`src/rtl/rs_alloc_pkg.sv`:
```
// Shared definitions for the reservation-station allocator.
// Holds the station class codes, the station numbering map and a popcount helper.
package rs_alloc_pkg;

  localparam int RS_STN_W = 5;

  // Station class codes. Code 0 and codes 5..7 are not valid classes.
  typedef enum logic [2:0] {
    ST_NONE = 3'd0,
    ADDST   = 3'd1,
    MULST   = 3'd2,
    MEMLST  = 3'd3,
    MEMSST  = 3'd4
  } st_type_e;

  // Station numbering: 0 is never allocated, so a zero stn never aliases a real station.
  localparam int RS_ADD_BASE = 1;
  localparam int RS_MUL_BASE = 9;
  localparam int RS_LD_BASE  = 17;
  localparam int RS_ST_BASE  = 21;

  localparam logic [RS_STN_W-1:0] ADD0 = RS_STN_W'(RS_ADD_BASE);
  localparam logic [RS_STN_W-1:0] MUL0 = RS_STN_W'(RS_MUL_BASE);
  localparam logic [RS_STN_W-1:0] LD0  = RS_STN_W'(RS_LD_BASE);
  localparam logic [RS_STN_W-1:0] ST0  = RS_STN_W'(RS_ST_BASE);

  function automatic logic [3:0] popcount8(input logic [7:0] v);
    logic [3:0] c;
    c = '0;
    for (int i = 0; i < 8; i++) c = c + {3'b000, v[i]};
    return c;
  endfunction

endpackage

```
`src/rtl/rs_alloc_if.sv`:
```
// Issue/release port bundle of the reservation-station allocator.
interface rs_alloc_if
  import rs_alloc_pkg::*;
#(
    parameter int STN_W = RS_STN_W,
    parameter int N_ADD = 3,
    parameter int N_MUL = 3,
    parameter int N_LD  = 1,
    parameter int N_ST  = 1
);
    // Handshake: ins_valid is the request and !ins_stall is the ready; an instruction
    // is taken on a rising edge where ins_valid=1 and ins_stall=0, and it is reported
    // one cycle later by a single-cycle issue pulse carrying its station number.
    logic             ins_valid;
    logic [2:0]       st_type;
    logic             waw;
    logic             flush;
    logic             rel_valid;
    logic [STN_W-1:0] rel_stn;

    logic             issue;
    logic [STN_W-1:0] stn;
    logic             ins_stall;
    logic [N_ADD-1:0] busy_add;
    logic [N_MUL-1:0] busy_mul;
    logic [N_LD-1:0]  busy_ld;
    logic [N_ST-1:0]  busy_st;
    logic [3:0]       cnt_add;
    logic [3:0]       cnt_mul;

    modport master (
        output ins_valid, st_type, waw, flush, rel_valid, rel_stn,
        input  issue, stn, ins_stall, busy_add, busy_mul, busy_ld, busy_st, cnt_add, cnt_mul
    );

    modport slave (
        input  ins_valid, st_type, waw, flush, rel_valid, rel_stn,
        output issue, stn, ins_stall, busy_add, busy_mul, busy_ld, busy_st, cnt_add, cnt_mul
    );

endinterface

```
`src/rtl/rs_alloc_pick.sv`:
```
// Free-station picker for one class: highest free index, or first free index
// at or above the round-robin pointer (wrapping) when RR is set.
module rs_pick #(
    parameter int N  = 3,
    parameter bit RR = 1'b0,
    localparam int IW = (N > 1) ? $clog2(N) : 1
) (
    input  logic [N-1:0]  free,
    input  logic [IW-1:0] ptr,
    output logic          found,
    output logic [IW-1:0] idx
);

    int j;

    always_comb begin
        found = |free;
        idx   = '0;
        j     = 0;
        if (!RR) begin
            for (int i = 0; i < N; i++) begin
                if (free[IW'(i)]) idx = IW'(i);
            end
        end else begin
            // Walk offsets from far to near so the nearest free slot is written last.
            for (int k = N - 1; k >= 0; k--) begin
                j = (int'(ptr) + k) % N;
                if (free[IW'(j)]) idx = IW'(j);
            end
        end
    end

endmodule

```
`src/rtl/rs_alloc.sv`:
```
// Reservation-station allocator: picks a free station of the decoded class,
// tracks per-class occupancy and frees stations on release strobes.
module rs_alloc
  import rs_alloc_pkg::*;
#(
    parameter int N_ADD    = 3,
    parameter int N_MUL    = 3,
    parameter int N_LD     = 1,
    parameter int N_ST     = 1,
    parameter bit RR       = 1'b0,
    parameter int STN_W    = RS_STN_W,
    parameter int ADD_BASE = RS_ADD_BASE,
    parameter int MUL_BASE = RS_MUL_BASE,
    parameter int LD_BASE  = RS_LD_BASE,
    parameter int ST_BASE  = RS_ST_BASE
) (
    input logic       clk,
    input logic       rst,
    rs_alloc_if.slave bus
);

    localparam int AW = (N_ADD > 1) ? $clog2(N_ADD) : 1;
    localparam int MW = (N_MUL > 1) ? $clog2(N_MUL) : 1;
    localparam int LW = (N_LD  > 1) ? $clog2(N_LD)  : 1;
    localparam int SW = (N_ST  > 1) ? $clog2(N_ST)  : 1;

    logic [N_ADD-1:0] add_busy_q, add_busy_d, add_rel, add_alloc;
    logic [N_MUL-1:0] mul_busy_q, mul_busy_d, mul_rel, mul_alloc;
    logic [N_LD-1:0]  ld_busy_q,  ld_busy_d,  ld_rel,  ld_alloc;
    logic [N_ST-1:0]  st_busy_q,  st_busy_d,  st_rel,  st_alloc;

    logic [AW-1:0] add_ptr_q, add_ptr_d, add_idx;
    logic [MW-1:0] mul_ptr_q, mul_ptr_d, mul_idx;
    logic [LW-1:0] ld_ptr_q,  ld_ptr_d,  ld_idx;
    logic [SW-1:0] st_ptr_q,  st_ptr_d,  st_idx;
    logic          add_found, mul_found, ld_found, st_found;

    logic             issue_q, issue_d;
    logic [STN_W-1:0] stn_q, stn_d;
    logic [3:0]       cnt_add_q, cnt_add_d, cnt_mul_q, cnt_mul_d;
    logic             cls_found, accept;
    logic [STN_W-1:0] sel_stn;

    // Pickers see the current bitmap only, so a station released this cycle is never reused this cycle.
    rs_pick #(.N(N_ADD), .RR(RR)) u_pick_add (.free(~add_busy_q), .ptr(add_ptr_q), .found(add_found), .idx(add_idx));
    rs_pick #(.N(N_MUL), .RR(RR)) u_pick_mul (.free(~mul_busy_q), .ptr(mul_ptr_q), .found(mul_found), .idx(mul_idx));
    rs_pick #(.N(N_LD),  .RR(RR)) u_pick_ld  (.free(~ld_busy_q),  .ptr(ld_ptr_q),  .found(ld_found),  .idx(ld_idx));
    rs_pick #(.N(N_ST),  .RR(RR)) u_pick_st  (.free(~st_busy_q),  .ptr(st_ptr_q),  .found(st_found),  .idx(st_idx));

    always_comb begin
        cls_found = 1'b0;
        sel_stn   = '0;
        case (bus.st_type)
            ADDST:   begin cls_found = add_found; sel_stn = STN_W'(ADD_BASE) + STN_W'(add_idx); end
            MULST:   begin cls_found = mul_found; sel_stn = STN_W'(MUL_BASE) + STN_W'(mul_idx); end
            MEMLST:  begin cls_found = ld_found;  sel_stn = STN_W'(LD_BASE)  + STN_W'(ld_idx);  end
            MEMSST:  begin cls_found = st_found;  sel_stn = STN_W'(ST_BASE)  + STN_W'(st_idx);  end
            default: begin cls_found = 1'b0;      sel_stn = '0;                                 end
        endcase
        accept = bus.ins_valid & ~bus.waw & ~bus.flush & cls_found;
    end

    always_comb begin
        add_rel = '0;
        mul_rel = '0;
        ld_rel  = '0;
        st_rel  = '0;
        for (int i = 0; i < N_ADD; i++) if (bus.rel_valid && int'(bus.rel_stn) == ADD_BASE + i) add_rel[i] = 1'b1;
        for (int i = 0; i < N_MUL; i++) if (bus.rel_valid && int'(bus.rel_stn) == MUL_BASE + i) mul_rel[i] = 1'b1;
        for (int i = 0; i < N_LD;  i++) if (bus.rel_valid && int'(bus.rel_stn) == LD_BASE  + i) ld_rel[i]  = 1'b1;
        for (int i = 0; i < N_ST;  i++) if (bus.rel_valid && int'(bus.rel_stn) == ST_BASE  + i) st_rel[i]  = 1'b1;
    end

    always_comb begin
        add_alloc = '0;
        mul_alloc = '0;
        ld_alloc  = '0;
        st_alloc  = '0;
        if (accept) begin
            case (bus.st_type)
                ADDST:   add_alloc[add_idx] = 1'b1;
                MULST:   mul_alloc[mul_idx] = 1'b1;
                MEMLST:  ld_alloc[ld_idx]   = 1'b1;
                MEMSST:  st_alloc[st_idx]   = 1'b1;
                default: ;
            endcase
        end
    end

    always_comb begin
        add_busy_d = bus.flush ? '0 : ((add_busy_q & ~add_rel) | add_alloc);
        mul_busy_d = bus.flush ? '0 : ((mul_busy_q & ~mul_rel) | mul_alloc);
        ld_busy_d  = bus.flush ? '0 : ((ld_busy_q  & ~ld_rel)  | ld_alloc);
        st_busy_d  = bus.flush ? '0 : ((st_busy_q  & ~st_rel)  | st_alloc);

        add_ptr_d = add_ptr_q;
        mul_ptr_d = mul_ptr_q;
        ld_ptr_d  = ld_ptr_q;
        st_ptr_d  = st_ptr_q;
        if (bus.flush) begin
            add_ptr_d = '0;
            mul_ptr_d = '0;
            ld_ptr_d  = '0;
            st_ptr_d  = '0;
        end else begin
            if (|add_alloc) add_ptr_d = (int'(add_idx) == N_ADD - 1) ? '0 : add_idx + AW'(1);
            if (|mul_alloc) mul_ptr_d = (int'(mul_idx) == N_MUL - 1) ? '0 : mul_idx + MW'(1);
            if (|ld_alloc)  ld_ptr_d  = (int'(ld_idx)  == N_LD  - 1) ? '0 : ld_idx  + LW'(1);
            if (|st_alloc)  st_ptr_d  = (int'(st_idx)  == N_ST  - 1) ? '0 : st_idx  + SW'(1);
        end

        // Counts follow the next bitmap so they can never drift from it.
        cnt_add_d = popcount8(8'(add_busy_d));
        cnt_mul_d = popcount8(8'(mul_busy_d));
        issue_d   = accept;
        stn_d     = accept ? sel_stn : stn_q;
    end

    always_ff @(posedge clk or posedge rst) begin
        if (rst) begin
            add_busy_q <= '0;
            mul_busy_q <= '0;
            ld_busy_q  <= '0;
            st_busy_q  <= '0;
            add_ptr_q  <= '0;
            mul_ptr_q  <= '0;
            ld_ptr_q   <= '0;
            st_ptr_q   <= '0;
            cnt_add_q  <= '0;
            cnt_mul_q  <= '0;
            issue_q    <= 1'b0;
            stn_q      <= '0;
        end else begin
            add_busy_q <= add_busy_d;
            mul_busy_q <= mul_busy_d;
            ld_busy_q  <= ld_busy_d;
            st_busy_q  <= st_busy_d;
            add_ptr_q  <= add_ptr_d;
            mul_ptr_q  <= mul_ptr_d;
            ld_ptr_q   <= ld_ptr_d;
            st_ptr_q   <= st_ptr_d;
            cnt_add_q  <= cnt_add_d;
            cnt_mul_q  <= cnt_mul_d;
            issue_q    <= issue_d;
            stn_q      <= stn_d;
        end
    end

    assign bus.ins_stall = bus.ins_valid & ~accept;
    assign bus.issue     = issue_q;
    assign bus.stn       = stn_q;
    assign bus.busy_add  = add_busy_q;
    assign bus.busy_mul  = mul_busy_q;
    assign bus.busy_ld   = ld_busy_q;
    assign bus.busy_st   = st_busy_q;
    assign bus.cnt_add   = cnt_add_q;
    assign bus.cnt_mul   = cnt_mul_q;

endmodule

```
`src/flat_wrapper.sv`:
```
// flat-port wrapper written by rule: the top's interface ports become plain ports
module rs_alloc_flat import rs_alloc_pkg::*;
#(
    parameter int N_ADD    = 3,
    parameter int N_MUL    = 3,
    parameter int N_LD     = 1,
    parameter int N_ST     = 1,
    parameter bit RR       = 1'b0,
    parameter int STN_W    = RS_STN_W,
    parameter int ADD_BASE = RS_ADD_BASE,
    parameter int MUL_BASE = RS_MUL_BASE,
    parameter int LD_BASE  = RS_LD_BASE,
    parameter int ST_BASE  = RS_ST_BASE
)
  (clk, rst, bus_ins_valid, bus_st_type, bus_waw, bus_flush, bus_rel_valid, bus_rel_stn, bus_issue, bus_stn, bus_ins_stall, bus_busy_add, bus_busy_mul, bus_busy_ld, bus_busy_st, bus_cnt_add, bus_cnt_mul);
  rs_alloc_if #(.STN_W(STN_W), .N_ADD(N_ADD), .N_MUL(N_MUL), .N_LD(N_LD), .N_ST(N_ST)) bus_i ();
  input logic clk;
  input logic rst;
  input wire logic [$bits(bus_i.ins_valid)-1:0] bus_ins_valid;
  input wire logic [$bits(bus_i.st_type)-1:0] bus_st_type;
  input wire logic [$bits(bus_i.waw)-1:0] bus_waw;
  input wire logic [$bits(bus_i.flush)-1:0] bus_flush;
  input wire logic [$bits(bus_i.rel_valid)-1:0] bus_rel_valid;
  input wire logic [$bits(bus_i.rel_stn)-1:0] bus_rel_stn;
  output wire logic [$bits(bus_i.issue)-1:0] bus_issue;
  output wire logic [$bits(bus_i.stn)-1:0] bus_stn;
  output wire logic [$bits(bus_i.ins_stall)-1:0] bus_ins_stall;
  output wire logic [$bits(bus_i.busy_add)-1:0] bus_busy_add;
  output wire logic [$bits(bus_i.busy_mul)-1:0] bus_busy_mul;
  output wire logic [$bits(bus_i.busy_ld)-1:0] bus_busy_ld;
  output wire logic [$bits(bus_i.busy_st)-1:0] bus_busy_st;
  output wire logic [$bits(bus_i.cnt_add)-1:0] bus_cnt_add;
  output wire logic [$bits(bus_i.cnt_mul)-1:0] bus_cnt_mul;
  assign bus_i.ins_valid = bus_ins_valid;
  assign bus_i.st_type = bus_st_type;
  assign bus_i.waw = bus_waw;
  assign bus_i.flush = bus_flush;
  assign bus_i.rel_valid = bus_rel_valid;
  assign bus_i.rel_stn = bus_rel_stn;
  assign bus_issue = bus_i.issue;
  assign bus_stn = bus_i.stn;
  assign bus_ins_stall = bus_i.ins_stall;
  assign bus_busy_add = bus_i.busy_add;
  assign bus_busy_mul = bus_i.busy_mul;
  assign bus_busy_ld = bus_i.busy_ld;
  assign bus_busy_st = bus_i.busy_st;
  assign bus_cnt_add = bus_i.cnt_add;
  assign bus_cnt_mul = bus_i.cnt_mul;
  rs_alloc #(.N_ADD(N_ADD), .N_MUL(N_MUL), .N_LD(N_LD), .N_ST(N_ST), .RR(RR), .STN_W(STN_W), .ADD_BASE(ADD_BASE), .MUL_BASE(MUL_BASE), .LD_BASE(LD_BASE), .ST_BASE(ST_BASE)) u_core (.clk(clk), .rst(rst), .bus(bus_i));
endmodule
```
`config.mk`:
```
export PLATFORM = sky130hd
export DESIGN_NAME = rs_alloc_flat
export DESIGN_NICKNAME = d
export VERILOG_FILES = /design/src/rtl/rs_alloc_pkg.sv /design/src/rtl/rs_alloc_if.sv /design/src/rtl/rs_alloc_pick.sv /design/src/rtl/rs_alloc.sv /design/src/flat_wrapper.sv
export SDC_FILE = /design/constraint.sdc
export NUM_CORES = 1
export LEC_CHECK = 0
export CORE_UTILIZATION = 29
export DETAILED_ROUTE_END_ITERATION = 12
export GPL_TIMING_DRIVEN = 0
export HOLD_SLACK_MARGIN = 0.12
export PLACE_DENSITY = 0.61
export RECOVER_POWER = 100
export SLEW_MARGIN = 20
export SYNTH_ARGS = -nofsm -noshare
export SYNTH_HDL_FRONTEND = slang
export SYNTH_SLANG_ARGS = --single-unit
```
`constraint.sdc`:
```
create_clock -name clk -period 2.4 [get_ports clk]
set_clock_uncertainty 0.15 [all_clocks]
set_input_delay 0.24 -clock clk [delete_from_list [all_inputs] [get_ports clk]]
set_output_delay 0.24 -clock clk [all_outputs]
set_load 0.02 [all_outputs]
```
# Word level (Yosys, flattened, before mapping)
# Cells that the tools add are included.
[word_totals]
reg_bits = 22
in_bits = 14
out_inout_bits = 23
word_cells = 93
[op_classes]
addsub = 6
order_cmp = 4
eq_ne = 12
muxes = 28
bitwise = 23
reduce_logical = 12
[ops]
columns = ["op", "count"]
rows = [
  ["5-bit equality test (second input constant)", 5],
  ["5-bit one-hot mux with 4 select lines", 1],
  ["1-bit 2-to-1 mux", 18],
  ["3-bit 2-to-1 mux", 6],
  ["3-bit NOT", 4],
  ["5-bit by 3-bit equality test with 1-bit output (second input constant)", 2],
  ["1-bit logical AND", 10],
  ["4-bit by 1-bit adder with 4-bit output", 2],
  ["1-bit NOT", 7],
  ["1-bit bitwise AND", 6],
  ["3-bit bitwise AND", 2],
  ["3-bit by 2-bit equality test with 1-bit output (second input constant)", 2],
  ["1-bit by 3-bit < comparator with 1-bit output (second input constant)", 2],
  ["3-bit OR", 2],
  ["3-bit OR reduction", 2],
  ["4-bit by 1-bit adder with 5-bit output (first input constant)", 1],
  ["5-bit by 2-bit equality test with 1-bit output (second input constant)", 1],
  ["1-bit by 1-bit adder with 2-bit output", 2],
  ["1-bit demux with 2-bit select", 2],
  ["1-bit one-hot mux with 4 select lines", 1],
  ["3-bit by 1-bit equality test with 1-bit output (second input constant)", 1],
  ["3-bit equality test (second input constant)", 1],
  ["1-bit by 1-bit adder with 2-bit output (first input constant)", 1],
  ["1-bit greater-or-equal comparator (second input constant)", 2],
  ["1-bit OR", 2],
]

# Depth between registers and ports, before layout
[logic_depth]
word_depth = 12
ltp_mapped = 9
mapped_depth_nobuf = 7

# Cells and area by module
# A second synthesis with hierarchy kept.
[hier_totals]
hier_cells = 161
hier_area_um2 = 1536.5
[by_module_without_submodules]
columns = ["mod", "instances", "cells_each", "area_each_um2", "seq_area_each_um2"]
rows = [
  ["rs_alloc", 1, 147, 1448.9, 550.5],
  ["rs_pick at u_core.u_pick_add ...", 2, 4, 25.0, 0.0],
  ["rs_pick at u_core.u_pick_ld ...", 2, 3, 18.8, 0.0],
]

# Worst setup path after synthesis
# OpenSTA, ideal clock, no wires.
[synth_path]
path_type = "flip-flop to flip-flop"
startpoint = "register u_core.st_busy_q (netlist: u_core.bus.busy_st)"
endpoint = "register u_core.cnt_add_q[2] (netlist: u_core.bus.cnt_add[2])"
setup_time_ps = 122
arrival_ps = 1947
required_time_ps = 2128
setup_slack_ps = 181
path_stages_with_launch = 9
path_buffers = 1
period_less_slack_ps = 2219
cell_sequence = "dfrtp_1 nor4b_2 a31oi_1 a21oi_2 buf_6 a31o_1 ha_1 ha_1 ha_1"
[synth_via]
elab_chain_len = 8
[synth_rtl]
columns = ["element", "line", "text"]
rows = [
  ["start, declared", "rs_alloc.sv:30", "logic [N_ST-1:0] st_busy_q, st_busy_d, st_rel, st_alloc;"],
  ["start signal, assigned", "rs_alloc.sv:137", "st_busy_q <= st_busy_d;"],
  ["1-bit NOT", "rs_alloc.sv:48", "rs_pick #(.N(N_ST), .RR(RR)) u_pick_st (.free(~st_busy_q), .ptr(st_ptr_q), .found(st_found), .idx(st_idx));"],
  ["1-bit one-hot mux with 4 select lines", "rs_alloc.sv:53", "case (bus.st_type)"],
  ["1-bit bitwise AND", "rs_alloc.sv:60", "accept = bus.ins_valid & ~bus.waw & ~bus.flush & cls_found;"],
  ["via u_core.accept", "rs_alloc.sv:41", "logic cls_found, accept;"],
  ["3-bit 2-to-1 mux", "rs_alloc.sv:79", "if (accept) begin"],
  ["3-bit OR", "rs_alloc.sv:91", "add_busy_d = bus.flush ? '0 : ((add_busy_q & ~add_rel) | add_alloc);"],
  ["3-bit 2-to-1 mux", "rs_alloc.sv:91", ""],
  ["via u_core.add_busy_d[0]", "rs_alloc.sv:27", "logic [N_ADD-1:0] add_busy_q, add_busy_d, add_rel, add_alloc;"],
  ["1-bit by 1-bit adder with 2-bit output", "rs_alloc_pkg.sv:30", "for (int i = 0; i < 8; i++) c = c + {3'b000, v[i]};"],
  ["4-bit by 1-bit adder with 4-bit output", "rs_alloc_pkg.sv:30", ""],
  ["via u_core.cnt_add_d[2]", "rs_alloc.sv:40", "logic [3:0] cnt_add_q, cnt_add_d, cnt_mul_q, cnt_mul_d;"],
  ["end signal, assigned", "rs_alloc.sv:142", "cnt_add_q <= cnt_add_d;"],
  ["end, declared", "rs_alloc.sv:40", ""],
]
# The timed path passes the listed nets, and every way through them passes these cells.
# A chain may end at the register's enable or synchronous reset.

# Worst setup path after layout
[layout_path]
startpoint = "input bus_rel_stn[0]"
endpoint = "register u_core.cnt_mul_q[2] (netlist: u_core.bus.cnt_mul[2])"
[layout_via]
elab_chain_len = 9
elab_cells_between_ends = 15
classes_between = "add/sub (2); eq/ne (3); mux (4); bitwise (3); reduce/logical (3)"
[layout_rtl]
columns = ["element", "line", "text"]
rows = [
  ["start, declared", "flat_wrapper.sv:24", "input wire logic [$bits(bus_i.rel_stn)-1:0] bus_rel_stn;"],
  ["5-bit equality test", "rs_alloc.sv:69", "for (int i = 0; i < N_MUL; i++) if (bus.rel_valid && int'(bus.rel_stn) == MUL_BASE + i) mul_rel[i] = 1'b1;"],
  ["1-bit logical AND", "rs_alloc.sv:69", ""],
  ["1-bit 2-to-1 mux", "rs_alloc.sv:69", ""],
  ["3-bit NOT", "rs_alloc.sv:92", "mul_busy_d = bus.flush ? '0 : ((mul_busy_q & ~mul_rel) | mul_alloc);"],
  ["3-bit bitwise AND", "rs_alloc.sv:92", ""],
  ["3-bit OR", "rs_alloc.sv:92", ""],
  ["3-bit 2-to-1 mux", "rs_alloc.sv:92", ""],
  ["via u_core.mul_busy_d[1]", "rs_alloc.sv:28", "logic [N_MUL-1:0] mul_busy_q, mul_busy_d, mul_rel, mul_alloc;"],
  ["1-bit by 1-bit adder with 2-bit output", "rs_alloc_pkg.sv:30", ""],
  ["4-bit by 1-bit adder with 4-bit output", "rs_alloc_pkg.sv:30", ""],
  ["via u_core.cnt_mul_d[2]", "rs_alloc.sv:40", ""],
  ["end signal, assigned", "rs_alloc.sv:143", "cnt_mul_q <= cnt_mul_d;"],
  ["end, declared", "rs_alloc.sv:40", ""],
]
# The timed path passes the listed nets, and every way through them passes these cells.

==> flow_summary.ini <==
[die]
pin_count = 37
initial_utilization_pct = 31.37
design.core.area_um2 = 3442
rows = 21
die_area_um2 = 3972
die_w_um = 63.02
die_y_um = 63.02

[cells_and_area]
diodes = 0
area_growth_pct = 46.81
finalInstanceArea_um2 = 1585
drive_gt1_share_pct = 15.44
nets = 159

[timing]
finalSetupViolations = 0
slew_viol_final = 0
post-route-period-util_pct = 94.82
tightest_slew_ns = 0.7312
fin_crit_ns = 2.276
max_slew_margin_pct = 51.20
tns_ns = 0
hold_violations = 0
rsz0062_at_grt = false
fmax_mhz = 439.4

[synth]
synthCells = 96
ys_top_cells_by_area = dfrtp_1, ha_1, inv_1
netlist-cell-type-count = 33
syn_avg_cell_area_um2 = 11.25
netlist.area_leader.share_pct = 46.35
synth_top_family_by_area = compound AO/OA/AOI/OAI gates
synthArstFlopShare_pct = 100.0
synth_edf_count = 0
yosysWarnings = 0
synth_xor_area_share_pct = 0
synth_mux_area_share_pct = 4.056
synth_commonest_cells = dfrtp_1, inv_1, ha_1, nand2_1
synth_top_area_cell = dfrtp_1
ys_seq_area_share_pct = 46.35
synth-simple-area-share_pct = 15.30
netlist_area_um2 = 1080
synth-seq-cells = 20
synth-adder-area-share_pct = 10.66
synth-compound-area-share_pct = 15.64
ys.flop_type = dfrtp_1
synth.most_common_cell = dfrtp_1

[routing]
via_count = 883
ant_nets = 0
vias_per_cell = 4.852
drt_iter0_drc = 29
wl_per_cell_um = 13.50
drc = 0
wirelength_um = 2457
drtPass1Iterations = 4

[setup_path]
path_cells = dlygate4sd3_1, nor2b_1, a31oi_1, and2_0, a31o_1, ha_1, ha_1, ha_1
critical_path_required_ns = 2.40
crit_path_frequent_cell = ha_1
arrival_ns = 2.27
worstSetupPathType = in -> reg
crit_path_top_delay_cell = dlygate4sd3_1
cp_max_fo = 6
critPathLaunchType = input port
end_kind = flop
max_stage_delay_ns = 0.63

[clocking]
root_buffer = clkbuf_8
cts.sinks = 20
cts_buffers = 3
cts-hold-fix-buffers = 0
path_clk_slew_ns = 0.07
htreeDepth = 1
cts_max_path_buffers = 2
tritoncts = done
insertion_delay_ns = 0.26

[pwr]
powerDensity_nw_per_um2 = 494.7
ir_drop_mv = 0.1832
p_leak_uw = 0.0007733

[global_routing]
grt_usage_pct = 13.87
grt_max_degree = 21
grt_pass1_vias = 961
grt_pass1_wl_um = 4229
antenna_found_initial = 0
overflow = 0

[placement]
dpl_cell_area_um2 = 1471
gp_congestion = 0.8191
io_buffers = 33
dp_hpwl_um = 1825

[min_path]
min_path_type = in -> reg

[run]
maxCapViolCount = 0

[run_status]
status = completed
## cell families after synthesis
family / Yosys count
AO/OA/AOI/OAI: 23
flip-flops: 20
AND/OR/NAND/NOR: 24
multiplexers: 4
adder cells (fa/ha/maj): 8
other: 1
buffers and inverters: 16
## worst max-delay path, delay by kind of cell
family,cells,cell delay (ns)
AO/OA/AOI/OAI,2,0.36
buffers and inverters,1,0.63
AND/OR/NAND/NOR,2,0.42
adder cells (fa/ha/maj),3,0.62
## layout make-up
cell class	instances	area, µm²
Inverter	11	41.29
Tap cell	46	57.56
Clock buffer	4	55.05
Fill cell	324	1857
Multi-Input combinational cell	61	553.0
Timing Repair Buffer	35	336.6
Sequential cell	20	500.5
Buffer	5	41.29
## layout by cell type, fill, tap and decap left out, drive strengths merged
| master | synthesis | final |
|---|---|---|
| dfrtp | 20 | 20 |
| clkdlybuf4s50 | 0 | 7 |
| dlygate4sd2 | 0 | 4 |
| clkbuf | 1 | 6 |
| inv | 11 | 11 |
| and2 | 1 | 1 |
| ha | 6 | 6 |
| o41ai | 2 | 2 |
| conb | 1 | 2 |
| mux2i | 1 | 1 |
| o2bb2ai | 1 | 1 |
| nand3b | 1 | 1 |
| mux2 | 3 | 3 |
| a31o | 3 | 3 |
| a311oi | 4 | 4 |
| a31oi | 4 | 4 |
| dlygate4sd3 | 0 | 22 |
| o21ai | 3 | 3 |
| and3b | 1 | 1 |
| nor2 | 1 | 1 |
| or3 | 1 | 1 |
| a41oi | 1 | 1 |
| nand2 | 6 | 6 |
| and4bb | 1 | 1 |
| a21oi | 4 | 4 |
| nor4b | 2 | 2 |
| a22o | 1 | 1 |
| fa | 2 | 2 |
| nor2b | 4 | 4 |
| nand4b | 1 | 1 |
| buf | 4 | 5 |
| nand3 | 3 | 3 |
| nor3b | 2 | 2 |
## report_power, final
part	total [µW]	internal (µW)	leakage, µW	switching (µW)
Sequential	369	359	0.000271	10.2
Combinational	163	75.9	0.000473	87.5
Clock	251	146	0.0000288	106
Total	784	581	0.000773	203
## path summary, 6_finish.rpt
| check | start | end | slack [ns] | depth (start not counted) |
|---|---|---|---|---|
| worst max-delay path | bus_rel_stn[0] | u_core.bus.cnt_mul[2]$_DFF_PP0_ | 0.12 | 8 |
| worst min-delay path | bus_flush | u_core.bus.busy_st$_DFF_PP0_ | 0.24 | 2 |
| worst min register to register | u_core.bus.stn[1]$_DFFE_PP0P_ | u_core.bus.stn[1]$_DFFE_PP0P_ | 0.35 | 1 |
| worst max register to register | u_core.bus.busy_mul[1]$_DFF_PP0_ | u_core.bus.cnt_add[2]$_DFF_PP0_ | 0.14 | 8 |
| min in group asynchronous | rst | u_core.bus.busy_add[2]$_DFF_PP0_ | 0.39 | 2 |
| max in group asynchronous | rst | u_core.bus.stn[1]$_DFFE_PP0P_ | 1.24 | 2 |
## metrics by stage
stage,std cells,setup WS (ns),util (%),hold WS (ns),power [µW]
3_3_place_gp,176,-0.4681,42.75,0.3409,540.9
3_5_place_dp,176,-0.5199,42.75,0.3454,544.2
6_report,182,0.1243,46.06,0.2436,784.2
2_1_floorplan,97,0.1812,-,0.05383,459.6
4_1_cts,182,0.1004,45.91,0.2362,802.7
5_1_grt,182,0.01497,46.06,0.2699,820.3
## per-layer routing
metal  vias up  global-route usage [%]  share of wire [%]
met5         -                       0                  0
met3         5                   3.102                4.3
met1       426                   15.23                 42
li1        424                       -                  -
met2        28                   25.00                 52
met4         0                   6.395                2.0
## state kept, by name, summed over array words and instances (netlist names)
register	cells
u_core.bus.busy_st	1
u_core.bus.issue	1
u_core.bus.busy_mul	3
u_core.bus.cnt_add	3
u_core.bus.busy_add	3
u_core.bus.stn	5
u_core.bus.busy_ld	1
u_core.bus.cnt_mul	3
## timing repair
action / 4_1_cts / 5_1_grt
pin swaps: 4 / 0
buffers inserted: 2 / 0
resized for setup: 11 / 1
gates cloned: 0 / 0
endpoints found under the setup margin: 5 / 1
Power figures use the tool's default switching activity.
